--- src/rtl/vx_alu_dot8_pipe_pkg.sv ---
`default_nettype none
// ============================================================================
// Module  : vx_alu_dot8_pipe_pkg
// Purpose : Shared constants and the signed byte multiply helper for the
//           INST_ALU_DOT8 processing element.
// Contents: DOT8_LATENCY  - accept-to-result latency seen by switch/scoreboard
//           DOT8_BYTES    - int8 elements per 32-bit operand word
//           DEF_*         - default lane count / register width / tag width
//           dot8_mul()    - signed 8x8 -> 16 multiply
// Revision: 1.0 - initial release
// ============================================================================
package vx_alu_dot8_pipe_pkg;

    localparam int DOT8_LATENCY  = 2;
    localparam int DOT8_BYTES    = 4;
    localparam int DEF_NUM_LANES = 4;
    localparam int DEF_XLEN      = 32;
    localparam int DEF_TAG_W     = 64;

    // The full int8*int8 product (-16256..16384) always fits in 16 signed
    // bits, so a 16-bit wrap-around multiply is exact.
    function automatic logic signed [15:0] dot8_mul(input logic [7:0] a,
                                                    input logic [7:0] b);
        logic signed [15:0] sa;
        logic signed [15:0] sb;
        sa = 16'($signed(a));
        sb = 16'($signed(b));
        return sa * sb;
    endfunction

endpackage
`default_nettype wire

--- src/rtl/vx_alu_dot8_pipe_if.sv ---
`default_nettype none
// ============================================================================
// Module  : vx_alu_dot8_pipe_if
// Purpose : Execute/result handshake between the ALU PE switch (master) and
//           the DOT8 processing element (slave).
// Signals : execute_valid/ready, execute_tmask, execute_rs1/rs2, execute_tag
//           result_valid/ready, result_data, result_tag
// Revision: 1.0 - initial release
// ============================================================================
interface vx_alu_dot8_pipe_if
    import vx_alu_dot8_pipe_pkg::*;
#(
    parameter int NUM_LANES = DEF_NUM_LANES,
    parameter int XLEN      = DEF_XLEN,
    parameter int TAG_W     = DEF_TAG_W
);
    logic                      execute_valid;
    logic [NUM_LANES-1:0]      execute_tmask;
    logic [NUM_LANES*XLEN-1:0] execute_rs1;
    logic [NUM_LANES*XLEN-1:0] execute_rs2;
    logic [TAG_W-1:0]          execute_tag;
    logic                      execute_ready;

    logic                      result_valid;
    logic [NUM_LANES*XLEN-1:0] result_data;
    logic [TAG_W-1:0]          result_tag;
    logic                      result_ready;

    modport master (
        output execute_valid, execute_tmask, execute_rs1, execute_rs2, execute_tag,
        input  execute_ready,
        input  result_valid, result_data, result_tag,
        output result_ready
    );

    modport slave (
        input  execute_valid, execute_tmask, execute_rs1, execute_rs2, execute_tag,
        output execute_ready,
        output result_valid, result_data, result_tag,
        input  result_ready
    );
endinterface
`default_nettype wire

--- src/rtl/vx_dot8_lane.sv ---
`default_nettype none
// ============================================================================
// Module  : vx_dot8_lane
// Purpose : One lane of the DOT8 pipe. S1 registers the four signed byte
//           products and the lane mask; S2 registers the sign-extended sum.
// Ports   : clk, reset (async active-low), adv (pipe advance enable),
//           mask (lane active), rs1/rs2 (packed 4 x int8), lane_sum (S2 out)
// Revision: 1.0 - initial release
// ============================================================================
module vx_dot8_lane
    import vx_alu_dot8_pipe_pkg::*;
#(
    parameter int XLEN = DEF_XLEN
) (
    input  wire logic            clk,
    input  wire logic            reset,
    input  wire logic            adv,
    input  wire logic            mask,
    input  wire logic [31:0]     rs1,
    input  wire logic [31:0]     rs2,
    output logic      [XLEN-1:0] lane_sum
);
    logic signed [15:0] r_prod [DOT8_BYTES];
    logic               r_mask;
    logic [XLEN-1:0]    r_sum;
    logic signed [17:0] w_sum;

    // 18 bits hold the extreme 4 * 16384 = 65536 without overflow.
    assign w_sum = 18'(r_prod[0]) + 18'(r_prod[1]) + 18'(r_prod[2]) + 18'(r_prod[3]);

    always_ff @(posedge clk or negedge reset) begin
        if (!reset) begin
            for (int k = 0; k < DOT8_BYTES; k++) begin
                r_prod[k] <= '0;
            end
            r_mask <= 1'b0;
            r_sum  <= '0;
        end else if (adv) begin
            for (int k = 0; k < DOT8_BYTES; k++) begin
                r_prod[k] <= dot8_mul(rs1[8*k +: 8], rs2[8*k +: 8]);
            end
            r_mask <= mask;
            r_sum  <= r_mask ? XLEN'(w_sum) : '0;
        end
    end

    assign lane_sum = r_sum;
endmodule
`default_nettype wire

--- src/rtl/vx_alu_dot8_pipe.sv ---
`default_nettype none
// ============================================================================
// Module  : vx_alu_dot8_pipe
// Purpose : INST_ALU_DOT8 processing element. Per lane, signed 4-way int8 dot
//           product through a 2-stage elastic pipeline; tag passed through.
// Ports   : clk, reset (async active-low)
//           bus      - slave side of the execute/result handshake
//           busy     - any stage holds a valid beat
//           perf_ops - count of result handshakes (wraps)
// Revision: 1.0 - initial release
// ============================================================================
module vx_alu_dot8_pipe
    import vx_alu_dot8_pipe_pkg::*;
#(
    parameter int NUM_LANES = DEF_NUM_LANES,
    parameter int XLEN      = DEF_XLEN,
    parameter int TAG_W     = DEF_TAG_W
) (
    input  wire logic        clk,
    input  wire logic        reset,
    vx_alu_dot8_pipe_if.slave bus,
    output logic             busy,
    output logic [31:0]      perf_ops
);
    logic             r_s1_valid;
    logic             r_s2_valid;
    logic [TAG_W-1:0] r_s1_tag;
    logic [TAG_W-1:0] r_s2_tag;
    logic [31:0]      r_perf_ops;
    logic             w_stall;
    logic             w_adv;
    logic [NUM_LANES*XLEN-1:0] w_lane_data;

    // Whole pipe moves as one unit; it only freezes while S2 cannot hand off.
    assign w_stall = r_s2_valid && !bus.result_ready;
    assign w_adv   = !w_stall;

    generate
        for (genvar i = 0; i < NUM_LANES; i++) begin : g_lane
            vx_dot8_lane #(.XLEN(XLEN)) u_lane (
                .clk      (clk),
                .reset    (reset),
                .adv      (w_adv),
                .mask     (bus.execute_tmask[i]),
                .rs1      (bus.execute_rs1[i*XLEN +: 32]),
                .rs2      (bus.execute_rs2[i*XLEN +: 32]),
                .lane_sum (w_lane_data[i*XLEN +: XLEN])
            );
        end
    endgenerate

    always_ff @(posedge clk or negedge reset) begin
        if (!reset) begin
            r_s1_valid <= 1'b0;
            r_s2_valid <= 1'b0;
            r_s1_tag   <= '0;
            r_s2_tag   <= '0;
            r_perf_ops <= '0;
        end else begin
            if (w_adv) begin
                r_s1_valid <= bus.execute_valid;
                r_s1_tag   <= bus.execute_tag;
                r_s2_valid <= r_s1_valid;
                r_s2_tag   <= r_s1_tag;
            end
            if (r_s2_valid && bus.result_ready) begin
                r_perf_ops <= r_perf_ops + 32'd1;
            end
        end
    end

    assign bus.execute_ready = w_adv;
    assign bus.result_valid  = r_s2_valid;
    assign bus.result_data   = w_lane_data;
    assign bus.result_tag    = r_s2_tag;
    assign busy              = r_s1_valid | r_s2_valid;
    assign perf_ops          = r_perf_ops;
endmodule
`default_nettype wire
--- src/flat_wrapper.sv ---
// flat-port wrapper written by rule: the top's interface ports become plain ports
module vx_alu_dot8_pipe_flat import vx_alu_dot8_pipe_pkg::*;
#(
    parameter int NUM_LANES = DEF_NUM_LANES,
    parameter int XLEN      = DEF_XLEN,
    parameter int TAG_W     = DEF_TAG_W
)
  (clk, reset, busy, perf_ops, bus_execute_valid, bus_execute_tmask, bus_execute_rs1, bus_execute_rs2, bus_execute_tag, bus_execute_ready, bus_result_valid, bus_result_data, bus_result_tag, bus_result_ready);
  vx_alu_dot8_pipe_if #(.NUM_LANES(NUM_LANES), .XLEN(XLEN), .TAG_W(TAG_W)) bus_i ();
  input  wire logic clk;
  input  wire logic reset;
  output logic busy;
  output logic [31:0] perf_ops;
  input wire logic [$bits(bus_i.execute_valid)-1:0] bus_execute_valid;
  input wire logic [$bits(bus_i.execute_tmask)-1:0] bus_execute_tmask;
  input wire logic [$bits(bus_i.execute_rs1)-1:0] bus_execute_rs1;
  input wire logic [$bits(bus_i.execute_rs2)-1:0] bus_execute_rs2;
  input wire logic [$bits(bus_i.execute_tag)-1:0] bus_execute_tag;
  output wire logic [$bits(bus_i.execute_ready)-1:0] bus_execute_ready;
  output wire logic [$bits(bus_i.result_valid)-1:0] bus_result_valid;
  output wire logic [$bits(bus_i.result_data)-1:0] bus_result_data;
  output wire logic [$bits(bus_i.result_tag)-1:0] bus_result_tag;
  input wire logic [$bits(bus_i.result_ready)-1:0] bus_result_ready;
  assign bus_i.execute_valid = bus_execute_valid;
  assign bus_i.execute_tmask = bus_execute_tmask;
  assign bus_i.execute_rs1 = bus_execute_rs1;
  assign bus_i.execute_rs2 = bus_execute_rs2;
  assign bus_i.execute_tag = bus_execute_tag;
  assign bus_execute_ready = bus_i.execute_ready;
  assign bus_result_valid = bus_i.result_valid;
  assign bus_result_data = bus_i.result_data;
  assign bus_result_tag = bus_i.result_tag;
  assign bus_i.result_ready = bus_result_ready;
  vx_alu_dot8_pipe #(.NUM_LANES(NUM_LANES), .XLEN(XLEN), .TAG_W(TAG_W)) u_core (.clk(clk), .reset(reset), .bus(bus_i), .busy(busy), .perf_ops(perf_ops));
endmodule
--- config.mk ---
export PLATFORM = sky130hd
export DESIGN_NAME = vx_alu_dot8_pipe_flat
export DESIGN_NICKNAME = d
export VERILOG_FILES = /design/src/rtl/vx_alu_dot8_pipe_pkg.sv /design/src/rtl/vx_alu_dot8_pipe_if.sv /design/src/rtl/vx_dot8_lane.sv /design/src/rtl/vx_alu_dot8_pipe.sv /design/src/flat_wrapper.sv
export SDC_FILE = /design/constraint.sdc
export NUM_CORES = 2
export LEC_CHECK = 0
export ABC_CLOCK_PERIOD_IN_PS = 6800
export BUFFER_PORTS_ARGS = -buffer_cell sky130_fd_sc_hd__buf_4
export CORE_ASPECT_RATIO = 1.4
export CORE_MARGIN = 2
export CORE_UTILIZATION = 49
export CTS_CLUSTER_DIAMETER = 60
export DETAILED_ROUTE_END_ITERATION = 6
export GPL_TIMING_DRIVEN = 1
export PLACE_DENSITY = 0.74
export RECOVER_POWER = 100
export SKIP_LAST_GASP = 1
export SLEW_MARGIN = 25
export SYNTH_ARGS = -nofsm -noshare
export SYNTH_HDL_FRONTEND = slang
export SYNTH_SLANG_ARGS = --single-unit
export TNS_END_PERCENT = 20
--- constraint.sdc ---
create_clock -name clk -period 6.8 [get_ports clk]
set_clock_uncertainty 0.1 [all_clocks]
set_input_delay 1.02 -clock clk [delete_from_list [all_inputs] [get_ports clk]]
set_output_delay 1.02 -clock clk [all_outputs]
set_load 0.05 [all_outputs]
==> impl_summary.txt <==
----------------------------------------------------
[Drt]
  First-pass iteration count of the detailed router ... 7
  Remaining antenna violation count ... 0
  Remaining design rule violation count ... 0
  Vias per cell ... 5.15
  Average detailed-routed wire length per instance ... 17.3 um
  Number of DRC markers after the initial detailed-route iteration ... 2498
  Final WL ... 155000 um
  Total via count in the routed design ... 46273

[Timing]
  Maximum achievable frequency ... 0.181 GHz
  Final setup vio count ... 0
  Pins over their slew limit ... 592
  Final hold violation count ... 0
  RSZ-0062 raised after global routing ... no
  Max_slew headroom ... -155%
  Post-layout min period ... 5.54 ns
  Setup slack of the critical path after layout ... 1.26 ns
  Slew at the pin with the worst max-slew slack ... 3.82 ns
  Final TNS setup ... 0 ns
  Final worst-path cycle share ... 81.4%

[CTS]
  Clk buf depth ... 3
  Clock network latency to the later pin of the worst-skew pair ... 0.64 ns
  Sink count of the clock tree ... 494
  Clock tree from TritonCTS ... done
  Cts bufs inserted ... 59
  Clock transition at the registers of the reported paths ... 0.06 ns
  Post-CTS Hold Fix Bufs ... 0
  Setup fix buffers added after clock tree synthesis ... 0
  H-tree depth ... 2
  CTS root buffer ... sky130_fd_sc_hd__clkbuf_16
  Cells resized by post-CTS repair ... 0

[Worst setup path]
  Critical path arrival ... 5.80 ns
  Cell chain of the critical path ... buf_4 > and2_0 > fa_1 > inv_1 > fa_1 > inv_1 > fa_1 > inv_1 > fa_1 > inv_1 > ha_1 > a2111oi_0 > nor3_2 > a2111oi_0 > xor2_1 > a21oi_1
  Crit path buffers/inverters ... 5
  Worst-case register-to-register setup slack ... 1.52 ns
  Critical path's slowest cell ... sky130_fd_sc_hd__a2111oi_0
  Top cell family by delay on the critical path ... adder cells
  Setup Crit Path Kind ... in2reg
  Req. time, crit path ... 7.06 ns
  Worst Setup Start Kind ... input pin
  Crit. End Element ... register
  Worst stage delay on the critical path ... 0.81 ns
  Critical Path Fanout Max ... 8

[Placement]
  Placer Congestion ... 0.917
  Post-placement setup slack ... 1.38 ns
  Placed wire-length estimate after detailed placement ... 131000 um
  Count of buffers inserted at the top-level ports ... 554

[Synth]
  Post-synthesis cell area ... 63200 um2
  Flop and latch count out of synthesis ... 494
  Proportion of register bits with asynchronous set or reset after synthesis ... 100%
  Number of distinct library cells after synthesis ... 59
  Number of flops mapped to enable cells by yosys ... 0
  Dominant synthesized flop cell ... sky130_fd_sc_hd__dfrtp_1
  Mean instance size in the synthesized netlist ... 9.28 um2
  Top-area cell type share of the netlist area ... 32.0%
  Portion of the post-synthesis area used by sequential elements ... 19.6%
  YS warnings ... 0
  Area leader, netlist ... sky130_fd_sc_hd__fa_1
  Number of cells produced by synthesis ... 6816
  Mapped Nets ... 8689
  Top post-synthesis cells by area ... sky130_fd_sc_hd__fa_1 32%, sky130_fd_sc_hd__dfrtp_1 20%, sky130_fd_sc_hd__ha_1 11%

[Die]
  Chip height ... 429 um
  Rows ... 155
  Core outline area ... 128000 um2
  Die width ... 308 um
  Initial Utilization ... 49.5%
  Die outline area ... 132000 um2
  Top-level I/O count ... 555

[Pwr]
  VDD IR-drop max ... 481 uV
  Standby leakage power ... 35.5 nW
  Sw Share ... 51.4%
  Total power draw ... 35.5 mW
  Internal Dissipation ... 17.3 mW
  Power share of the sequential group ... 14.8%
  Clock network fraction of design power ... 9.3%
  Part of the power in combinational logic ... 75.9%
  Switching power ... 18.2 mW
  Power density over the cells ... 508 nW/um2

[Layout]
  Area growth, synth to finish ... 10.4%
  Highest-count cells in the layout ignoring fill and taps ... 1326 x sky130_fd_sc_hd__inv_1, 1094 x sky130_fd_sc_hd__nand2_1, 1012 x sky130_fd_sc_hd__fa_1
  Final Net Count ... 9156
  Fraction of final layout cells sized beyond drive strength 1 ... 6.11%
  Count of filler cells inserted in the layout ... 11548
  Most common library cell in the layout ignoring fill and taps ... sky130_fd_sc_hd__inv_1

[Global routing]
  Via count of the first global-routing pass ... 49805
  Wire length of the first global-routing pass ... 257000 um
  Pin count of the biggest net entering global routing ... 216
  Remaining Overflow, GRT ... 0
  GRT Util Overall ... 24.3%
  Number of antenna violations at the first check in global routing ... 20

[Run status]
  Failing checks ... max-capacitance violations, max-slew violations
  Result of the run ... finished, violations left

[Min path]
  Tightest Hold Check Type ... in2async

[Run]
  Max-capacitance violation count ... 7

----------------------------------------------------
==> final cells by class <==
cell class | instances | area (um2) | share of cell area (%)
multi-input cells | 4835 | 45000 | 64.4
flip-flops and latches | 494 | 12400 | 17.7
inverters | 1328 | 4990 | 7.15
repair buffers | 565 | 3360 | 4.81
well taps | 1648 | 2060 | 2.95
clock buffers | 73 | 1630 | 2.34
clock inverters | 38 | 409 | 0.586
diodes | 6 | 15.0 | 0.0215
==> worst paths after layout <==
check | start | to | cells past startpoint
worst max-delay path | bus_execute_rs1[85] | u_core.g_lane[2].u_lane.r_prod[29] | 16
worst min-delay path | reset | u_core.perf_ops[2] | 1
worst max register to register | u_core.bus.result_valid | u_core.g_lane[2].u_lane.lane_sum[16] | 7
worst min register to register | u_core.bus.result_tag[9] | u_core.bus.result_tag[9] | 2
max in group asynchronous | reset | u_core.g_lane[2].u_lane.r_prod[29] | 2
min in group clk | u_core.bus.result_tag[9] | u_core.bus.result_tag[9] | 2
==> worst reg2reg max path, delay by kind of cell, from the launching register on <==
| kind | cells | cell delay (ns) |
|---|---|---|
| simple gates | 4 | 1.89 |
| flops | 1 | 0.40 |
| compound gates | 1 | 0.10 |
| buf+inv | 2 | 2.66 |
==> stage by stage <==
step                      utilization, %  instances  cell area [um2]  hold WS (ns)
after detailed placement            53.8       8870            68800         0.354
after floorplan                        -       6816            63200         0.339
after global routing                54.6       8985            69800         0.306
after global placement              53.8       8870            68800         0.349
after CTS                           55.4       8981            70800         0.283
final                               54.6       8987            69800         0.264
==> cell usage after synthesis, types with 17 or more instances <==
cell                       count
sky130_fd_sc_hd__inv_1      1326
sky130_fd_sc_hd__nand2_1    1094
sky130_fd_sc_hd__fa_1       1012
sky130_fd_sc_hd__and2_1      662
sky130_fd_sc_hd__ha_1        533
sky130_fd_sc_hd__dfrtp_1     494
sky130_fd_sc_hd__nor2_1      206
sky130_fd_sc_hd__a21oi_1     187
sky130_fd_sc_hd__xnor2_1     183
sky130_fd_sc_hd__o21ai_0     137
sky130_fd_sc_hd__xor2_1      113
sky130_fd_sc_hd__nor2b_1     110
sky130_fd_sc_hd__clkbuf_1     98
sky130_fd_sc_hd__o31ai_1      74
sky130_fd_sc_hd__o21a_1       68
sky130_fd_sc_hd__nor3_1       64
sky130_fd_sc_hd__buf_4        56
sky130_fd_sc_hd__nand3_1      56
sky130_fd_sc_hd__nand2b_1     50
sky130_fd_sc_hd__a21o_1       49
sky130_fd_sc_hd__and3_1       39
sky130_fd_sc_hd__o21ai_1      21
sky130_fd_sc_hd__or3_1        17
==> cells by family (layout without fill, tap and decap cells) <==
group / count (synthesis) / count (layout) / share of synthesized area (%)
AO/OA/AOI/OAI: 649 / 649 / 6.59
XOR/XNOR: 296 / 296 / 4.10
flip-flops: 494 / 494 / 19.6
AND/OR/NAND/NOR: 2328 / 2328 / 17.7
other: 0 / 6 / 0
buffers and inverters: 1487 / 2004 / 9.16
adder cells (fa/ha/maj): 1545 / 1545 / 42.6
multiplexers: 17 / 17 / 0.301
==> routing by layer <==
metal	wire, um	vias up	GRT usage (%)	share of wire (%)
met1	60500	23202	28.9	39
met5	146	-	0	0.094
met4	6950	24	9.37	4.5
met3	8220	290	3.87	5.3
met2	79200	1063	43.6	51
li1	-	21694	-	-
==> registers in the layout, indices dropped and copies added (netlist names) <==
register and cells:
u_core.g_lane.u_lane.r_prod 256, u_core.g_lane.u_lane.lane_sum 72, u_core.bus.result_tag 64, u_core.r_s1_tag 64, u_core.perf_ops 32, u_core.g_lane.u_lane.r_mask 4
u_core.bus.result_valid 1, u_core.r_s1_valid 1
==> power groups by stage <==
stage / registers, mW / clock network, mW / logic, mW
floorplan: 5.58 / 0 / 20.1
detailed placement: 5.30 / 0 / 27.4
global route: 5.35 / 3.48 / 30.6
CTS: 5.26 / 3.37 / 27.6
finish: 5.24 / 3.30 / 27.0
global placement: 5.28 / 0 / 26.7
Power figures use the tool's default switching activity.
